<file path="config.mk">
export PLATFORM = sky130hd
export DESIGN_NAME = core_deq_arbiter_flat
export DESIGN_NICKNAME = d
export VERILOG_FILES = /design/src/rtl/core_deq_arbiter_if.sv /design/src/rtl/core_deq_arbiter.sv /design/src/flat_wrapper.sv
export SDC_FILE = /design/constraint.sdc
export NUM_CORES = 1
export LEC_CHECK = 0
export CELL_PAD_IN_SITES_DETAIL_PLACEMENT = 0
export CELL_PAD_IN_SITES_GLOBAL_PLACEMENT = 2
export CORE_ASPECT_RATIO = 0.5
export CORE_MARGIN = 3
export CORE_UTILIZATION = 10
export DETAILED_ROUTE_END_ITERATION = 12
export MAX_ROUTING_LAYER = met4
export PLACE_DENSITY = 0.93
export SYNTH_ARGS = -nofsm -noshare
export SYNTH_HDL_FRONTEND = slang
export SYNTH_SLANG_ARGS = --single-unit
</file>
<file path="constraint.sdc">
create_clock -name clk -period 2.61 [get_ports clk]
set_input_delay 0.6525 -clock clk [delete_from_list [all_inputs] [get_ports clk]]
set_output_delay 0.6525 -clock clk [all_outputs]
set_load 0.02 [all_outputs]
</file>
<file path="src/rtl/core_deq_arbiter_if.sv">
// Core-side and task-unit-side dequeue signals of core_deq_arbiter.
// slave  : arbiter view (takes core requests, drives the task-unit request).
// master : environment view (cores plus task unit).
interface core_deq_arbiter_if #(
  parameter int N_CORES = 4,
  parameter int TTYPE_W = 4,
  parameter int TASK_W  = 128,
  parameter int SLOT_W  = 8
);
  localparam int IDX_W = $clog2(N_CORES);

  logic [N_CORES-1:0]         core_arvalid;
  logic [N_CORES*TTYPE_W-1:0] core_araddr;
  logic [N_CORES-1:0]         core_rvalid;
  logic [TASK_W-1:0]          core_rdata;
  logic [SLOT_W-1:0]          core_rslot;

  logic                       tu_arvalid;
  logic [TTYPE_W-1:0]         tu_araddr;
  logic [IDX_W-1:0]           tu_arcore;
  logic                       tu_rvalid;
  logic [TASK_W-1:0]          tu_rdata;
  logic [SLOT_W-1:0]          tu_rslot;

  modport slave (
    input  core_arvalid, core_araddr, tu_rvalid, tu_rdata, tu_rslot,
    output core_rvalid, core_rdata, core_rslot, tu_arvalid, tu_araddr, tu_arcore
  );

  modport master (
    output core_arvalid, core_araddr, tu_rvalid, tu_rdata, tu_rslot,
    input  core_rvalid, core_rdata, core_rslot, tu_arvalid, tu_araddr, tu_arcore
  );
endinterface

</file>
<file path="src/rtl/core_deq_arbiter.sv">
// Round-robin arbiter sharing the task unit's single dequeue port among
// N_CORES cores. A grant that waits HOLD_CYCLES without a task yields to
// another requester; a lone requester keeps its grant indefinitely.
// Optional statistics counters are built when CORE_DEQ_ARB_STATS_EN is defined;
// otherwise stat_grants_o / stat_yields_o are tied to 0.
//
// state     | meaning
// ----------+--------------------------------------------------
// S_IDLE    | no grant held; pick next requester after ptr
// S_GRANTED | grant g held; core g's request forwarded to TU
module core_deq_arbiter #(
  parameter int N_CORES     = 4,
  parameter int TTYPE_W     = 4,
  parameter int TASK_W      = 128,
  parameter int SLOT_W      = 8,
  parameter int HOLD_CYCLES = 16
) (
  input  logic              clk,
  input  logic              rstn,
  core_deq_arbiter_if.slave bus,
  output logic [31:0]       stat_grants_o,
  output logic [31:0]       stat_yields_o
);
  localparam int IDX_W  = $clog2(N_CORES);
  localparam int HOLD_W = $clog2(HOLD_CYCLES);
  localparam logic [HOLD_W-1:0] HOLD_MAX = HOLD_W'(HOLD_CYCLES - 1);

  typedef enum logic {S_IDLE, S_GRANTED} state_e;

  state_e             state_q, state_d;
  logic [IDX_W-1:0]   ptr_q, ptr_d;
  logic [IDX_W-1:0]   g_q, g_d;
  logic [HOLD_W-1:0]  hold_q, hold_d;

  logic               sel_found;
  logic [IDX_W-1:0]   sel_idx;
  logic [N_CORES-1:0] g_onehot;
  logic               granted;
  logic               req_g;
  logic               other_req;
  logic               deq_done;
  logic               yield_now;
  logic [TASK_W-1:0]  rdata_w;
  logic [SLOT_W-1:0]  rslot_w;
  logic [TTYPE_W-1:0] araddr_arr [N_CORES];

  // Task data and slot are broadcast to every core regardless of state.
  assign rdata_w         = bus.tu_rdata;
  assign rslot_w         = bus.tu_rslot;
  assign bus.core_rdata  = rdata_w;
  assign bus.core_rslot  = rslot_w;

  for (genvar i = 0; i < N_CORES; i++) begin : g_araddr
    assign araddr_arr[i] = bus.core_araddr[i*TTYPE_W +: TTYPE_W];
  end

  // Round-robin search: first requester strictly after ptr, wrapping.
  always_comb begin
    int unsigned      idx;
    logic [IDX_W-1:0] idx_w;
    sel_found = 1'b0;
    sel_idx   = '0;
    idx       = 0;
    idx_w     = '0;
    for (int k = 1; k <= N_CORES; k++) begin
      idx   = (int'(ptr_q) + k) % N_CORES;
      idx_w = IDX_W'(idx);
      if (!sel_found && bus.core_arvalid[idx_w]) begin
        sel_found = 1'b1;
        sel_idx   = idx_w;
      end
    end
  end

  // Next-state logic and combinational grant/response routing.
  always_comb begin
    state_d   = state_q;
    ptr_d     = ptr_q;
    g_d       = g_q;
    hold_d    = hold_q;

    granted   = (state_q == S_GRANTED);
    g_onehot  = N_CORES'(1) << g_q;
    req_g     = bus.core_arvalid[g_q];
    other_req = |(bus.core_arvalid & ~g_onehot);
    deq_done  = granted & req_g & bus.tu_rvalid;
    yield_now = granted & req_g & ~deq_done & (hold_q == HOLD_MAX) & other_req;

    bus.tu_arvalid  = granted & req_g;
    bus.tu_araddr   = granted ? araddr_arr[g_q] : '0;
    bus.tu_arcore   = granted ? g_q : '0;
    bus.core_rvalid = deq_done ? g_onehot : '0;

    case (state_q)
      S_IDLE: begin
        if (sel_found) begin
          g_d     = sel_idx;
          hold_d  = '0;
          state_d = S_GRANTED;
        end
      end
      S_GRANTED: begin
        // Completion, abort drop and timeout yield all release the grant.
        if (deq_done || !req_g || yield_now) begin
          ptr_d   = g_q;
          state_d = S_IDLE;
        end else if (hold_q != HOLD_MAX) begin
          hold_d = hold_q + HOLD_W'(1);
        end
      end
      default: state_d = S_IDLE;
    endcase
  end

  // Arbiter state registers.
  always_ff @(posedge clk) begin
    if (!rstn) begin
      state_q <= S_IDLE;
      ptr_q   <= IDX_W'(N_CORES - 1);
      g_q     <= '0;
      hold_q  <= '0;
    end else begin
      state_q <= state_d;
      ptr_q   <= ptr_d;
      g_q     <= g_d;
      hold_q  <= hold_d;
    end
  end

`ifdef CORE_DEQ_ARB_STATS_EN
  logic [31:0] grants_q;
  logic [31:0] yields_q;

  // Free-running event counters, wrapping at 2^32.
  always_ff @(posedge clk) begin
    if (!rstn) begin
      grants_q <= '0;
      yields_q <= '0;
    end else begin
      if (deq_done)  grants_q <= grants_q + 32'd1;
      if (yield_now) yields_q <= yields_q + 32'd1;
    end
  end

  assign stat_grants_o = grants_q;
  assign stat_yields_o = yields_q;
`else
  assign stat_grants_o = '0;
  assign stat_yields_o = '0;
`endif

endmodule
</file>
<file path="src/flat_wrapper.sv">
// flat-port wrapper written by rule: the top's interface ports become plain ports
module core_deq_arbiter_flat 
#(
  parameter int N_CORES     = 4,
  parameter int TTYPE_W     = 4,
  parameter int TASK_W      = 128,
  parameter int SLOT_W      = 8,
  parameter int HOLD_CYCLES = 16
)
  (clk, rstn, stat_grants_o, stat_yields_o, bus_core_arvalid, bus_core_araddr, bus_tu_rvalid, bus_tu_rdata, bus_tu_rslot, bus_core_rvalid, bus_core_rdata, bus_core_rslot, bus_tu_arvalid, bus_tu_araddr, bus_tu_arcore);
  core_deq_arbiter_if #(.N_CORES(N_CORES), .TTYPE_W(TTYPE_W), .TASK_W(TASK_W), .SLOT_W(SLOT_W)) bus_i ();
  input  logic clk;
  input  logic rstn;
  output logic [31:0] stat_grants_o;
  output logic [31:0] stat_yields_o;
  input wire logic [$bits(bus_i.core_arvalid)-1:0] bus_core_arvalid;
  input wire logic [$bits(bus_i.core_araddr)-1:0] bus_core_araddr;
  input wire logic [$bits(bus_i.tu_rvalid)-1:0] bus_tu_rvalid;
  input wire logic [$bits(bus_i.tu_rdata)-1:0] bus_tu_rdata;
  input wire logic [$bits(bus_i.tu_rslot)-1:0] bus_tu_rslot;
  output wire logic [$bits(bus_i.core_rvalid)-1:0] bus_core_rvalid;
  output wire logic [$bits(bus_i.core_rdata)-1:0] bus_core_rdata;
  output wire logic [$bits(bus_i.core_rslot)-1:0] bus_core_rslot;
  output wire logic [$bits(bus_i.tu_arvalid)-1:0] bus_tu_arvalid;
  output wire logic [$bits(bus_i.tu_araddr)-1:0] bus_tu_araddr;
  output wire logic [$bits(bus_i.tu_arcore)-1:0] bus_tu_arcore;
  assign bus_i.core_arvalid = bus_core_arvalid;
  assign bus_i.core_araddr = bus_core_araddr;
  assign bus_i.tu_rvalid = bus_tu_rvalid;
  assign bus_i.tu_rdata = bus_tu_rdata;
  assign bus_i.tu_rslot = bus_tu_rslot;
  assign bus_core_rvalid = bus_i.core_rvalid;
  assign bus_core_rdata = bus_i.core_rdata;
  assign bus_core_rslot = bus_i.core_rslot;
  assign bus_tu_arvalid = bus_i.tu_arvalid;
  assign bus_tu_araddr = bus_i.tu_araddr;
  assign bus_tu_arcore = bus_i.tu_arcore;
  core_deq_arbiter #(.N_CORES(N_CORES), .TTYPE_W(TTYPE_W), .TASK_W(TASK_W), .SLOT_W(SLOT_W), .HOLD_CYCLES(HOLD_CYCLES)) u_core (.clk(clk), .rstn(rstn), .bus(bus_i), .stat_grants_o(stat_grants_o), .stat_yields_o(stat_yields_o));
endmodule
</file>
==> flow_summary.json <==
{
  "drc": 0,
  "htreeDepth": 1,
  "grt_overflow_total": 0,
  "cts_max_path_buffers": 2,
  "portBuffers": 33,
  "crit_required_ns": 1.96,
  "finClkSkew_ns": 0.00260,
  "syn_area_per_cell_um2": 7.87,
  "synth_area_um2": 2350,
  "die_w_um": 223,
  "grt_max_degree": 23,
  "clkLatencyLatePin_ns": 0.23,
  "status": "completed",
  "postCtsHoldBufs": 0,
  "numCtsBuffers": 3,
  "path_clk_slew_ns": 0.04,
  "cpLargestDelayFamily": "buffers and inverters",
  "ys_seq_area_frac": 0.0768,
  "use_met3": 0.0382,
  "worstSetupStartpointType": "primary input",
  "crit_cells": 4,
  "yosysWarningCount": 0,
  "power_density_nw_per_um2": 386,
  "leakage_nw": 0.752,
  "rr_worst_depth": 5,
  "first_iter_violations": 32,
  "clock-root-buffer": "clkbuf_16",
  "crit_buf_inv": 2,
  "grt.total_usage": 0.0375,
  "fp.dieH_um": 114,
  "syn_to_final_growth_pct": -18.7,
  "critical_path_class": "in2out",
  "hpwl_um": 4610,
  "endpoint_kind": "output port",
  "slowest_delay_ns": 0.48,
  "final_nets": 366,
  "busiest_layer": "met2",
  "drt-pass1-iter-count": 4,
  "finalSetupTns_ns": 0,
  "antenna_found_initial": 0,
  "critPathMaxFanout": 1,
  "timing.rr.start": "u_core.g_q[0]",
  "drive_above_1_share": 0.156,
  "wl_um": 5310,
  "grt_pass1_vias": 1205,
  "r2r-end": "u_core.hold_q[2]",
  "synth-seq-cells": 9,
  "num_antenna_cells": 0,
  "hold_depth": 2,
  "min_period_ns": 2.55,
  "grtUsageMet2": 0.0485,
  "crit_start": "bus_core_araddr[11]",
  "clock.fmax_mhz": 392,
  "start_util": 0.105,
  "num_vias": 1265,
  "finalHoldViolCount": 0,
  "placed_cell_area_um2": 1860,
  "ant_nets": 0,
  "maxCapViolations": 0,
  "final_util": 0.0853,
  "period_share": 0.977,
  "slew_viol_final": 0,
  "min_path_type": "reg2reg",
  "setup_violations": 0,
  "grt_pass1_wl_um": 7040,
  "ios": 370,
  "avgRoutedWirePerCell_um": 10.5,
  "endpoint": "bus_tu_araddr[3]",
  "tritoncts": "yes",
  "vias_per_cell": 2.50,
  "path_cells": "clkdlybuf4s50_1 -> mux4_2 -> and2_1 -> buf_2",
  "synth_cells": 298,
  "ys_types": 36,
  "rows": 38,
  "vdd_drop_max_uv": 123,
  "die_area_um2": 25400,
  "arrival_ns": 1.90,
  "final_common_cell": "conb_1",
  "design.core.area_um2": 22300,
  "cts.sinks": 9,
  "fin_area_um2": 1910,
  "place.gp.congestion": 0.749,
  "final_cell_mix": "conb_1 (64), clkdlybuf4s50_1 (19), buf_4 (13), nand2_1 (10), dfxtp_1 (9)",
  "grt_util_met1": 0.0334,
  "r2r_slack_ns": 0.89,
  "rsz0062_at_grt": "false",
  "critPathSlowestCell": "mux4_2"
}
==> power breakdown <==
group / switching (mW) / internal (mW) / leakage (nW) / total [mW]
Sequential: 0.0180 / 0.149 / 0.0740 / 0.167
Clock: 0.0671 / 0.204 / 0.0382 / 0.271
Combinational: 0.187 / 0.111 / 0.639 / 0.298
Total: 0.272 / 0.464 / 0.752 / 0.736
==> layout make-up <==
type	instances	area, um2
Multi-Input combinational cell	140	850
Fill cell	2628	20400
Sequential cell	9	180
Timing Repair Buffer	46	400
Tap cell	300	375
Inverter	6	22.5
Clock buffer	4	78.8
==> what timing repair did <==
action / in CTS / in global routing
resized for setup: 25 / 2
pin swaps: 0 / 0
setup buffers: 0 / 0
endpoints found under the setup margin: 9 / 1
==> sequential cells by signal (all words and copies together), names as in the netlist <==
name            cells
u_core.g_q          2
u_core.hold_q       4
u_core.granted      1
u_core.ptr_q        2
==> per-layer routing <==
layer,part of all wire,up-vias
li1,-,520
met1,0.31,570
met2,0.45,153
met3,0.20,22
met4,0.035,0
met5,0,-
==> metrics by stage <==
| step | total power, mW | cells | setup WS [ns] | hold WS (ns) |
|---|---|---|---|---|
| after floorplan | 0.743 | 361 | 0.537 | 0.455 |
| after global routing | 0.777 | 505 | 0.00924 | 0.517 |
| after detailed placement | 0.480 | 501 | -0.419 | 0.490 |
| after CTS | 0.747 | 505 | 0.0180 | 0.496 |
| final | 0.736 | 505 | 0.0589 | 0.496 |
| after global placement | 0.476 | 501 | -0.442 | 0.462 |
==> Yosys cell counts (all sizes together) <==
cell type	n	share of area
nor4b	1	0.0064
o221ai	2	0.015
dfxtp	9	0.077
o21ai	3	0.0064
nand3	4	0.0085
conb	1	0.0016
a2111oi	1	0.0037
nor4	1	0.0091
nand2b	4	0.011
ha	1	0.0053
o21a	1	0.0032
o211a	2	0.0085
nor2	5	0.0080
and2	6	0.016
a31oi	1	0.0027
or2	1	0.0027
o22a	1	0.0037
nand3b	1	0.0032
clkbuf	3	0.0048
mux2i	6	0.029
a311oi	1	0.0037
a32o	1	0.0043
inv	6	0.0096
o22ai	4	0.011
or3	1	0.0048
o211ai	7	0.025
nand2	10	0.016
mux4	4	0.038
nor3	4	0.0085
buf	203	0.65
a21oi	2	0.0043
and3	1	0.0027
==> worst register-to-register path: stages, from the launching register on <==
cell and delay, ns:
dfxtp_1 0.40, buf_4 0.23, or2_2 0.32, o221ai_4 0.31, a31oi_1 0.13, a311oi_1 0.23
==> worst min path at each step <==
| stage | startpoint | slack, ns | end |
|---|---|---|---|
| 2_1_floorplan | u_core.hold_q[1] | 0.46 | u_core.hold_q[1] |
| 3_3_place_gp | u_core.hold_q[1] | 0.46 | u_core.hold_q[1] |
| 3_5_place_dp | u_core.hold_q[1] | 0.49 | u_core.hold_q[1] |
| 4_1_cts | u_core.hold_q[1] | 0.50 | u_core.hold_q[1] |
| 5_1_grt | u_core.hold_q[1] | 0.52 | u_core.hold_q[1] |
| 6_report | u_core.hold_q[1] | 0.50 | u_core.hold_q[1] |
==> cells by family (layout without fill, tap and decap cells) <==
logic type      Yosys count  after routing  synth area share
compound gates           26             26            0.0907
fa+ha+maj                 1              1           0.00533
buf+inv                 212             56             0.662
flops                     9              9            0.0768
mux                      10             10            0.0672
other cells               1             64           0.00160
simple gates             39             39            0.0965
(Power assumes the default switching activity.)
